`src/rtl/pipe_pkg.sv`:
```
// Shared constants for FIR inter-stage pipeline registers.
package pipe_pkg;

  localparam int unsigned FIR_DW         = 26;
  localparam int unsigned PIPE_DEPTH_DEF = 4;

  // Width of a counter that must hold values 0..depth.
  function automatic int unsigned occw(input int unsigned depth);
    return $clog2(depth + 1);
  endfunction

endpackage

```
`src/rtl/pipe_stage.sv`:
```
// One valid+data slice of the elastic register chain.
module pipe_stage #(
  parameter int unsigned WIDTH    = 26,
  parameter bit          RST_DATA = 1'b1
) (
  input  logic             clk,
  input  logic             rst,
  input  logic             clr,
  input  logic             adv,
  input  logic             src_valid,
  input  logic [WIDTH-1:0] src_data,
  output logic             v,
  output logic [WIDTH-1:0] d
);

  always_ff @(posedge clk) begin
    if (rst || clr) begin
      v <= 1'b0;
      if (RST_DATA) d <= '0;
    end else if (adv) begin
      v <= src_valid;
      // Data only toggles when a real word arrives.
      if (src_valid) d <= src_data;
    end
  end

endmodule

```
`src/rtl/pipe_reg_chain.sv`:
```
// Elastic DEPTH-stage register chain with valid/ready, bubble collapsing and flush.
// Optional occupancy counter enabled by defining PIPE_OCC_CNT_EN.
module pipe_reg_chain
  import pipe_pkg::*;
#(
  parameter int unsigned WIDTH    = FIR_DW,
  parameter int unsigned DEPTH    = PIPE_DEPTH_DEF,
  parameter bit          RST_DATA = 1'b1
) (
  input  logic             clk,
  input  logic             rst,
  input  logic             flush,
  input  logic             in_valid,
  output logic             in_ready,
  input  logic [WIDTH-1:0] in_data,
  output logic             out_valid,
  input  logic             out_ready,
  output logic [WIDTH-1:0] out_data
`ifdef PIPE_OCC_CNT_EN
  ,
  output logic [occw(DEPTH)-1:0] occupancy
`endif
);

  logic [DEPTH-1:0] v;
  logic [DEPTH-1:0] adv;
  logic [WIDTH-1:0] d [DEPTH];
  logic             in_xfer;

  // A stage may advance if the one after it advances or it is itself empty.
  always_comb begin
    adv = '0;
    adv[DEPTH-1] = out_ready | ~v[DEPTH-1];
    for (int i = int'(DEPTH) - 2; i >= 0; i--) begin
      adv[i] = adv[i+1] | ~v[i];
    end
  end

  assign in_ready  = adv[0] & ~rst & ~flush;
  assign in_xfer   = in_valid & in_ready;
  assign out_valid = v[DEPTH-1];
  assign out_data  = d[DEPTH-1];

  for (genvar i = 0; i < DEPTH; i++) begin : g_stage
    logic             src_valid;
    logic [WIDTH-1:0] src_data;

    if (i == 0) begin : g_head
      assign src_valid = in_xfer;
      assign src_data  = in_data;
    end else begin : g_link
      assign src_valid = v[i-1];
      assign src_data  = d[i-1];
    end

    pipe_stage #(
      .WIDTH    (WIDTH),
      .RST_DATA (RST_DATA)
    ) u_stage (
      .clk       (clk),
      .rst       (rst),
      .clr       (flush),
      .adv       (adv[i]),
      .src_valid (src_valid),
      .src_data  (src_data),
      .v         (v[i]),
      .d         (d[i])
    );
  end

`ifdef PIPE_OCC_CNT_EN
  localparam int unsigned OCCW = occw(DEPTH);

  logic            out_xfer;
  logic [OCCW-1:0] occ_q, occ_d;

  assign out_xfer = out_valid & out_ready;

  always_comb begin
    occ_d = occ_q;
    if (in_xfer && !out_xfer) begin
      occ_d = occ_q + OCCW'(1);
    end else if (!in_xfer && out_xfer) begin
      occ_d = occ_q - OCCW'(1);
    end
  end

  always_ff @(posedge clk) begin
    if (rst || flush) occ_q <= '0;
    else              occ_q <= occ_d;
  end

  assign occupancy = occ_q;
`endif

endmodule

```
`config.mk`:
```
export PLATFORM = sky130hd
export DESIGN_NAME = pipe_reg_chain
export DESIGN_NICKNAME = d
export VERILOG_FILES = /design/src/rtl/pipe_pkg.sv /design/src/rtl/pipe_stage.sv /design/src/rtl/pipe_reg_chain.sv
export SDC_FILE = /design/constraint.sdc
export NUM_CORES = 1
export LEC_CHECK = 0
export BUFFER_PORTS_ARGS = -buffer_cell sky130_fd_sc_hd__clkbuf_2
export CAP_MARGIN = 40
export CORE_ASPECT_RATIO = 2
export CORE_MARGIN = 2
export CORE_UTILIZATION = 52
export DETAILED_ROUTE_END_ITERATION = 8
export PLACE_DENSITY = 0.76
export SKIP_LAST_GASP = 1
export SYNTH_ARGS = -nofsm -noshare
export SYNTH_HDL_FRONTEND = slang
export SYNTH_SLANG_ARGS = --single-unit
```
`constraint.sdc`:
```
create_clock -name clk -period 1.33 [get_ports clk]
set_input_delay 0.266 -clock clk [delete_from_list [all_inputs] [get_ports clk]]
set_output_delay 0.266 -clock clk [all_outputs]
set_load 0.01 [all_outputs]
```
* Yosys cells after proc, flatten, opt, wreduce, memory -nomap -nowiden
Index checks and enable logic that the tools add are counted.
Cells by class: reductions and logical operators 5, bitwise logic cells 13
Operator list (number):
- $reduce_and A2 Y1 | 4
- $not A1 Y1 | 6
- $or A1 B1 Y1 | 4
- $and A1 B1 Y1 | 3
- $logic_or A1 B1 Y1 | 1
Storage, ports and cells: output and inout port bits 28, bits in registers 108, input port bits 31

* Longest topological paths before layout
Gate-level depths: netlist of the first run.
word-level depth 9, depth in mapped cells 6

* By module
Synthesis of the first run repeated with hierarchy kept, for this count alone.
Second synthesis, totals: cell total of the unflattened synthesis 501, area, all modules 5231.3 um2
Modules (own cells, without submodules):
- pipe_stage | cells an instance 123, times used 4, area an instance 1288.7 um2
- pipe_reg_chain | cells an instance 9, times used 1, area an instance 76.3 um2

* Worst setup path after synthesis of the first run
OpenSTA, ideal clock, no wires.
path kind input-to-output, start point input rst, end point output in_ready, buffers on the path 3, stages on the path 5, arrival time 1187 ps, path slack -123 ps, required time 1064 ps, path through buf_2 -> or2_2 -> clkbuf_1 -> buf_2 -> a21oi_1
On the way: cells in the longest elaborated chain, start to end 3
RTL lines:
- from (decl) | RTL line pipe_reg_chain.sv:11 | input logic rst,
- $not A1 Y1 | RTL line pipe_reg_chain.sv:39 | assign in_ready = adv[0] & ~rst & ~flush;
- $and A1 B1 Y1 (2 in a row) | RTL line pipe_reg_chain.sv:39
- to (decl) | RTL line pipe_reg_chain.sv:14 | output logic in_ready,
Every way passes these cells.

* Worst setup path in the final report of the first run
start point register g_stage[3].u_stage.v, end point output in_ready
On the way: cells in the longest elaborated chain, start to end 7
RTL lines:
- from (decl) | RTL line pipe_stage.sv:12 | output logic v,
- from (signal assigned) | RTL line pipe_stage.sv:21 | v <= src_valid;
- $not A1 Y1 | RTL line pipe_reg_chain.sv:33 | adv[DEPTH-1] = out_ready | ~v[DEPTH-1];
- $or A1 B1 Y1 | RTL line pipe_reg_chain.sv:33
- $or A1 B1 Y1 (3 in a row) | RTL line pipe_reg_chain.sv:35 | adv[i] = adv[i+1] | ~v[i];
- $and A1 B1 Y1 (2 in a row) | RTL line pipe_reg_chain.sv:39
Every way passes these cells.

==> impl_metrics.ini, run 1 <==
[run]
drv_cap = 0

[detailed_routing]
via_count = 4235
dr.pass1.iters = 4
routed_wl_mm = 10.77
initialDrtViolationCount = 297
drc = 0
via_per_inst = 6.283
wl_per_cell_um = 15.98
drtAntennaViolNets = 0

[global_route]
grt_max_degree = 80
track_usage_pct = 21.03
antenna_found_initial = 0
grt_pass1_vias = 3846
grt_pass1_wl_mm = 17.28
overflow = 0

[sta]
setup_viol = 5
finalSetupTns_ns = -0.1559
rsz0062_at_grt = yes
min_period_over_period_pct = 110.0
drv_slew = 0
hold_ws_ns = 0.1783
slew_headroom_pct = 78.23
max_freq_mhz = 683.4
worst_pin_slew_ns = 0.3220
setup_ws_ns = -0.1333
fin_crit_ns = 1.463
hold_viol_final = 0
fin_skew_ns = 0.005598

[finish]
multi_input_area_um2 = 2183
nFillCells = 743
register_area_um2 = 2166
nets = 598
layout-drive-gt1-share_pct = 21.15
fin_util_pct = 61.62
num_antenna_cells = 0
layout.cells.non_filler = 674
area_growth_syn_to_layout_pct = 16.84
fin_area_um2 = 5478

[setup_path]
crit_family = flip-flops
worst_setup_path_end_kind = output pin
critPathMaxStageDelay_ns = 0.35
worstPathCellList = and4b_2, a21oi_4, buf_2
path_depth = 3
start_kind = flip-flop
worstSetupPathType = reg2out
critPathRequiredTime_ns = 1.06
worst-path-buf-inv = 1
crit_arrival_ns = 1.20
critPathSlowestCell = dfxtp_2
worstPathMaxFanout = 5
r2r_cells = 6

[synth]
synth_seq_area_share_pct = 46.12
synth_cells = 531
ys_types = 27
synthFlopType = dfxtp_1
synth_edf_count = 0
synth_largest_area_cell = dfxtp_1
synth.area.top_cells = dfxtp_1, nand4_1, mux2i_1
synth_seq_cells = 108
synth_fp_nets = 562
synth_top_area_share_pct = 46.12
async_reset_ff_share_pct = 0
yosysWarnings = 0
syn-cell-area_um2 = 4688
syn_avg_cell_area_um2 = 8.829

[cts]
cts.path.max_buffers = 2
clock_sinks = 108
cts_root_buffer = clkbuf_16
clock_latency_ns = 0.34
clkTransAtPathRegs_ns = 0.07
cts_hold_buf = 0
cts_made_buffers = 9
cts_tree = done
cts_htree_levels = 3

[status]
outcome = finished with violations
violations = setup timing

[floorplan]
fp-row-count = 49
initial_core_util_pct = 52.74
coreArea_um2 = 8890
die_y_um = 138.3
die_x_um = 71.14
dieArea_um2 = 9837
io_pins = 59

[place]
gp_congestion = 0.7424
placed_area_um2 = 5032
place.port_buffers = 58
dpl.hpwl_mm = 6.842
dp_slack_ns = -0.02068
placed_cells = 648

[worst_hold_path]
worst_hold_path.num_cells = 3
hold_path.class = in2reg

[power_and_ir_drop]
total_power_mw = 6.403
ir_drop_mv = 0.6614
power.density_nw_per_um2 = 1169
leakage_nw = 1.930
-- cell usage in the layout, fill, tap and decap left out, types with 2 or more instances in the layout --
master      Yosys  final
a21oi_1        31     30
a41oi_1        26     26
buf_12          0      6
buf_4           8     21
buf_6           2      4
clkbuf_16       0     11
clkbuf_2        1     57
clkbuf_8        0      2
clkinv_2        0      2
clkinvlp_4      0      3
dfxtp_1       108    105
dfxtp_2         0      3
mux2i_1        26     26
nand2_1        52     52
nand3_1        52     52
nand4_1        78     78
nor2_1          2      2
nor4b_1        26     26
o21ai_0        49     49
o21ai_1         3      3
-- cells by family (layout without fill, tap and decap cells) --
family          Yosys count  in the layout  synth area share [%]
mux                      26             26                 5.551
buf+inv                  70            111                 7.846
compound gates          110            110                 13.96
simple gates            217            217                 26.53
flops                   108            108                 46.12
-- where the power goes --
group | total, mW | switching (mW) | leakage, nW | internal, mW
combinational | 0.406 | 0.253 | 0.906 | 0.153
sequential | 3.33 | 0.0392 | 0.876 | 3.29
clock | 2.67 | 1.11 | 0.149 | 1.56
-- worst min-delay path, delay by kind of cell --
family                 cells  cell delay [ns]
buffers and inverters      1             0.09
and+or+nand+nor            2             0.13
-- area by class of cell --
type / count / area share, %
multi-input cells: 353 / 39.86
flip-flops and latches: 108 / 39.54
repair buffers: 92 / 12.38
clock buffers: 12 / 4.683
well taps: 102 / 2.330
clock inverters: 4 / 0.8680
inverters: 2 / 0.2056
repair inverters: 1 / 0.1370
-- path summary, 6_finish.rpt --
path	startpoint	endpoint	slack, ns
max	g_stage[3].u_stage.v	in_ready	-0.13
min	in_data[8]	g_stage[0].u_stage.d[8]	0.18
max reg2reg	g_stage[2].u_stage.v	g_stage[2].u_stage.d[20]	-0.01
min reg2reg	g_stage[2].u_stage.d[3]	g_stage[2].u_stage.d[3]	0.46
-- synthesized netlist by cell type (2+ instances only) --
cell type and count:
buf_1 5, nor2_2 2, buf_8 2, clkbuf_1 21, o21ai_1 3, nand2_1 52, a41oi_1 26, buf_6 2
nor4b_1 26, mux2i_1 26, a21oi_1 31, nand3_1 52, dfxtp_1 108, nor2_1 2, buf_2 29, nand4_1 78
buf_4 8, o21ai_0 49
-- sequential cells by signal, indices dropped and copies added, names as in the netlist --
name and count:
g_stage.u_stage.v 4, g_stage.u_stage.d 104
-- what timing repair did --
action / CTS / global route
buffers inserted: 3 / 4
endpoints found under the setup margin: 1 / 95
cloned: 0 / 3
pin swaps: 2 / 1
gates resized for setup: 4 / 9
-- routing by layer --
metal  share of wire (%)  vias up  global-route usage, %
met2                  53      113                  36.50
li1                    -     2083                      -
met1                  41     2025                  25.74
met4                 1.7        0                  8.441
met3                 4.1       14                  2.697
met5                   0        -                      0
No activity file was read; power rests on OpenSTA's default activity.
==> inputs of run 2 (changes only) <==
ABC_AREA = 1   (was default)
CORE_UTILIZATION = 51   (was 52)
CTS_BUF_LIST = sky130_fd_sc_hd__clkbuf_16   (was default)
PLACE_DENSITY = 0.75   (was 0.76)
==> run 2 against run 1 <==
Net effect: the flow still finishes with violations (setup timing); worst hold slack worse by 0.020 ns; first-iteration DRC count decreased by 39%; critical path depth grew 2; count of clock-buffer cells in the layout is 3 lower; combinational power down 15%; fmax is 2.3% higher; core utilization shrank 0.17 points; clock power fell by 5%; clock skew is 0.0012 ns higher; largest cell class is now sequential cells; largest power group unchanged; highest routed layer unchanged.
==> impl_metrics.ini, run 2 <==
[power_and_ir_drop]
p_switching_mw = 1.330
netSwitchingFraction_pct = 21.47
leakage_nw = 2.156
seqPwrFrac_pct = 53.5
ir_drop_mv = 0.6201
pwr-share-comb_pct = 5.6
power_frac_clock_pct = 40.9
power.density_nw_per_um2 = 1269
internal_power_mw = 4.866

[detailed_routing]
drc = 0
via_count = 3541
routed_wl_mm = 7.765
wl_per_cell_um = 10.91
drtAntennaViolNets = 0
via_per_inst = 4.973
dr.pass1.iters = 4
initialDrtViolationCount = 182

[floorplan]
dieArea_um2 = 8932
fp-row-count = 46
die_x_um = 67.84
coreArea_um2 = 7943
die_y_um = 131.7
initial_core_util_pct = 52.33
io_pins = 59

[sta]
hold_ws_ns = 0.1584
max_freq_mhz = 699.1
min_period_over_period_pct = 107.5
fin_skew_ns = 0.006760
finalSetupTns_ns = -0.1003
rsz0062_at_grt = yes
hold_viol_final = 0
drv_slew = 0
worst_pin_slew_ns = 0.3312
setup_viol = 1
fin_crit_ns = 1.430
setup_ws_ns = -0.1003
slew_headroom_pct = 77.92

[cts]
clkTransAtPathRegs_ns = 0.07
cts_made_buffers = 9
cts_htree_levels = 3
cts.path.max_buffers = 2
clock_sinks = 108
cts_tree = done
clock_latency_ns = 0.34
cts_hold_buf = 0
cts_root_buffer = clkbuf_16

[global_route]
antenna_found_initial = 0
grt_max_degree = 54
overflow = 0
track_usage_pct = 18.49
grt_pass1_vias = 3087
grt_pass1_wl_mm = 13.26

[setup_path]
worst-path-buf-inv = 3
critPathMaxStageDelay_ns = 0.33
worstPathMaxFanout = 4
crit_arrival_ns = 1.16
crit_family = buffers and inverters
worstPathCellList = buf_4, nand4_4, inv_2, nor2_1, buf_2
worst_setup_path_end_kind = output pin
worstSetupPathType = reg2out
critPathRequiredTime_ns = 1.06
start_kind = flip-flop
critPathSlowestCell = dfxtp_2

[synth]
syn_avg_cell_area_um2 = 7.422
synth_seq_area_share_pct = 52.02
async_reset_ff_share_pct = 0
yosysMostFrequentCell = nor2_1
syn-cell-area_um2 = 4156
ys_types = 20
synth_edf_count = 0
yosysWarnings = 0
synth_fp_nets = 591
yosys-top-cells-count = nor2_1, dfxtp_1, nand2_1, inv_1
synth_largest_area_cell = dfxtp_1
synth.area.top_cells = dfxtp_1, nor2_1, nand2_1
synth_top_area_share_pct = 52.02
synthFlopType = dfxtp_1
synth_cells = 560
synth_seq_cells = 108

[finish]
nFillCells = 751
final_common_cell = nor2_1
largest_reg_flops = 104
num_antenna_cells = 0
top_register = g_stage.u_stage.d
reg.largest.list = g_stage.u_stage.d x104, g_stage.u_stage.v x4
nets = 642
area_growth_syn_to_layout_pct = 17.43
final_cell_mix = nor2_1, dfxtp_1, nand2_1
layout.cells.non_filler = 712
layout-drive-gt1-share_pct = 18.51

[run]
drv_cap = 0

[place]
place.port_buffers = 58
placed_cells = 690
gp_congestion = 0.7608
dpl.hpwl_mm = 5.329

[worst_hold_path]
hold_path.class = in2reg

[status]
violations = setup timing
outcome = finished with violations
[run 2: final timing paths]
path / from / end / slack, ns / depth (start not counted)
setup / recovery: g_stage[2].u_stage.v / in_ready / -0.10 / 5
hold / removal: in_data[3] / g_stage[0].u_stage.d[3] / 0.16 / 3
setup reg to reg: g_stage[3].u_stage.v / g_stage[1].u_stage.d[7] / 0.06 / 7
hold reg to reg: g_stage[1].u_stage.d[6] / g_stage[1].u_stage.d[6] / 0.48 / 2
[run 2: through the flow]
step	power [mW]	util (%)	setup slack (ns)	instance area [µm²]
final	6.196	61.45	-0.1003	4881
after global routing	6.431	61.45	-0.1647	4881
after CTS	6.249	61.01	-0.1256	4846
after detailed placement	3.731	56.92	-0.1053	4521
after global placement	3.719	56.92	-0.01092	4521
after floorplan	3.629	-	0.03480	4156
[run 2: area by class of cell]
type                    instances  area (µm²)  share of cell area, %
repair buffers                 80       488.0                  9.997
clock buffers                   9       225.2                  4.614
well taps                      96       120.1                  2.461
flip-flops and latches        108        2166                  44.37
multi-input cells             379        1693                  34.68
clock inverters                 7       60.06                  1.230
inverters                      33       128.9                  2.640
[run 2: timing repair]
item	CTS	global route
setup endpoints to repair	27	77
pin swaps	2	1
setup buffers	5	1
resized for setup	4	12
[run 2: logic make-up after synthesis]
family	Yosys count	share of synthesized area, %
and+or+nand+nor	299	30.61
DFF	108	52.02
AOI/OAI and AO/OA	80	9.633
buffers and inverters	73	7.736
[run 2: power groups by stage]
stage	clock network (mW)	registers [mW]	logic, mW
after global placement	0	3.39	0.334
after CTS	2.59	3.31	0.345
after floorplan	0	3.38	0.247
after global routing	2.71	3.32	0.401
after detailed placement	0	3.39	0.343
final	2.54	3.31	0.346
[run 2: per-layer routing]
layer / GRT usage, % / share of wire [%] / vias up
met5: 0 / 0 / -
met4: 7.889 / 2.0 / 0
met3: 4.366 / 3.9 / 12
met2: 29.74 / 49 / 71
met1: 22.98 / 45 / 1558
li1: - / - / 1900
[run 2: tightest hold or removal path: cells and delay by family]
kind	cells	cell delay, ns
simple gates	2	0.12
buf+inv	1	0.08
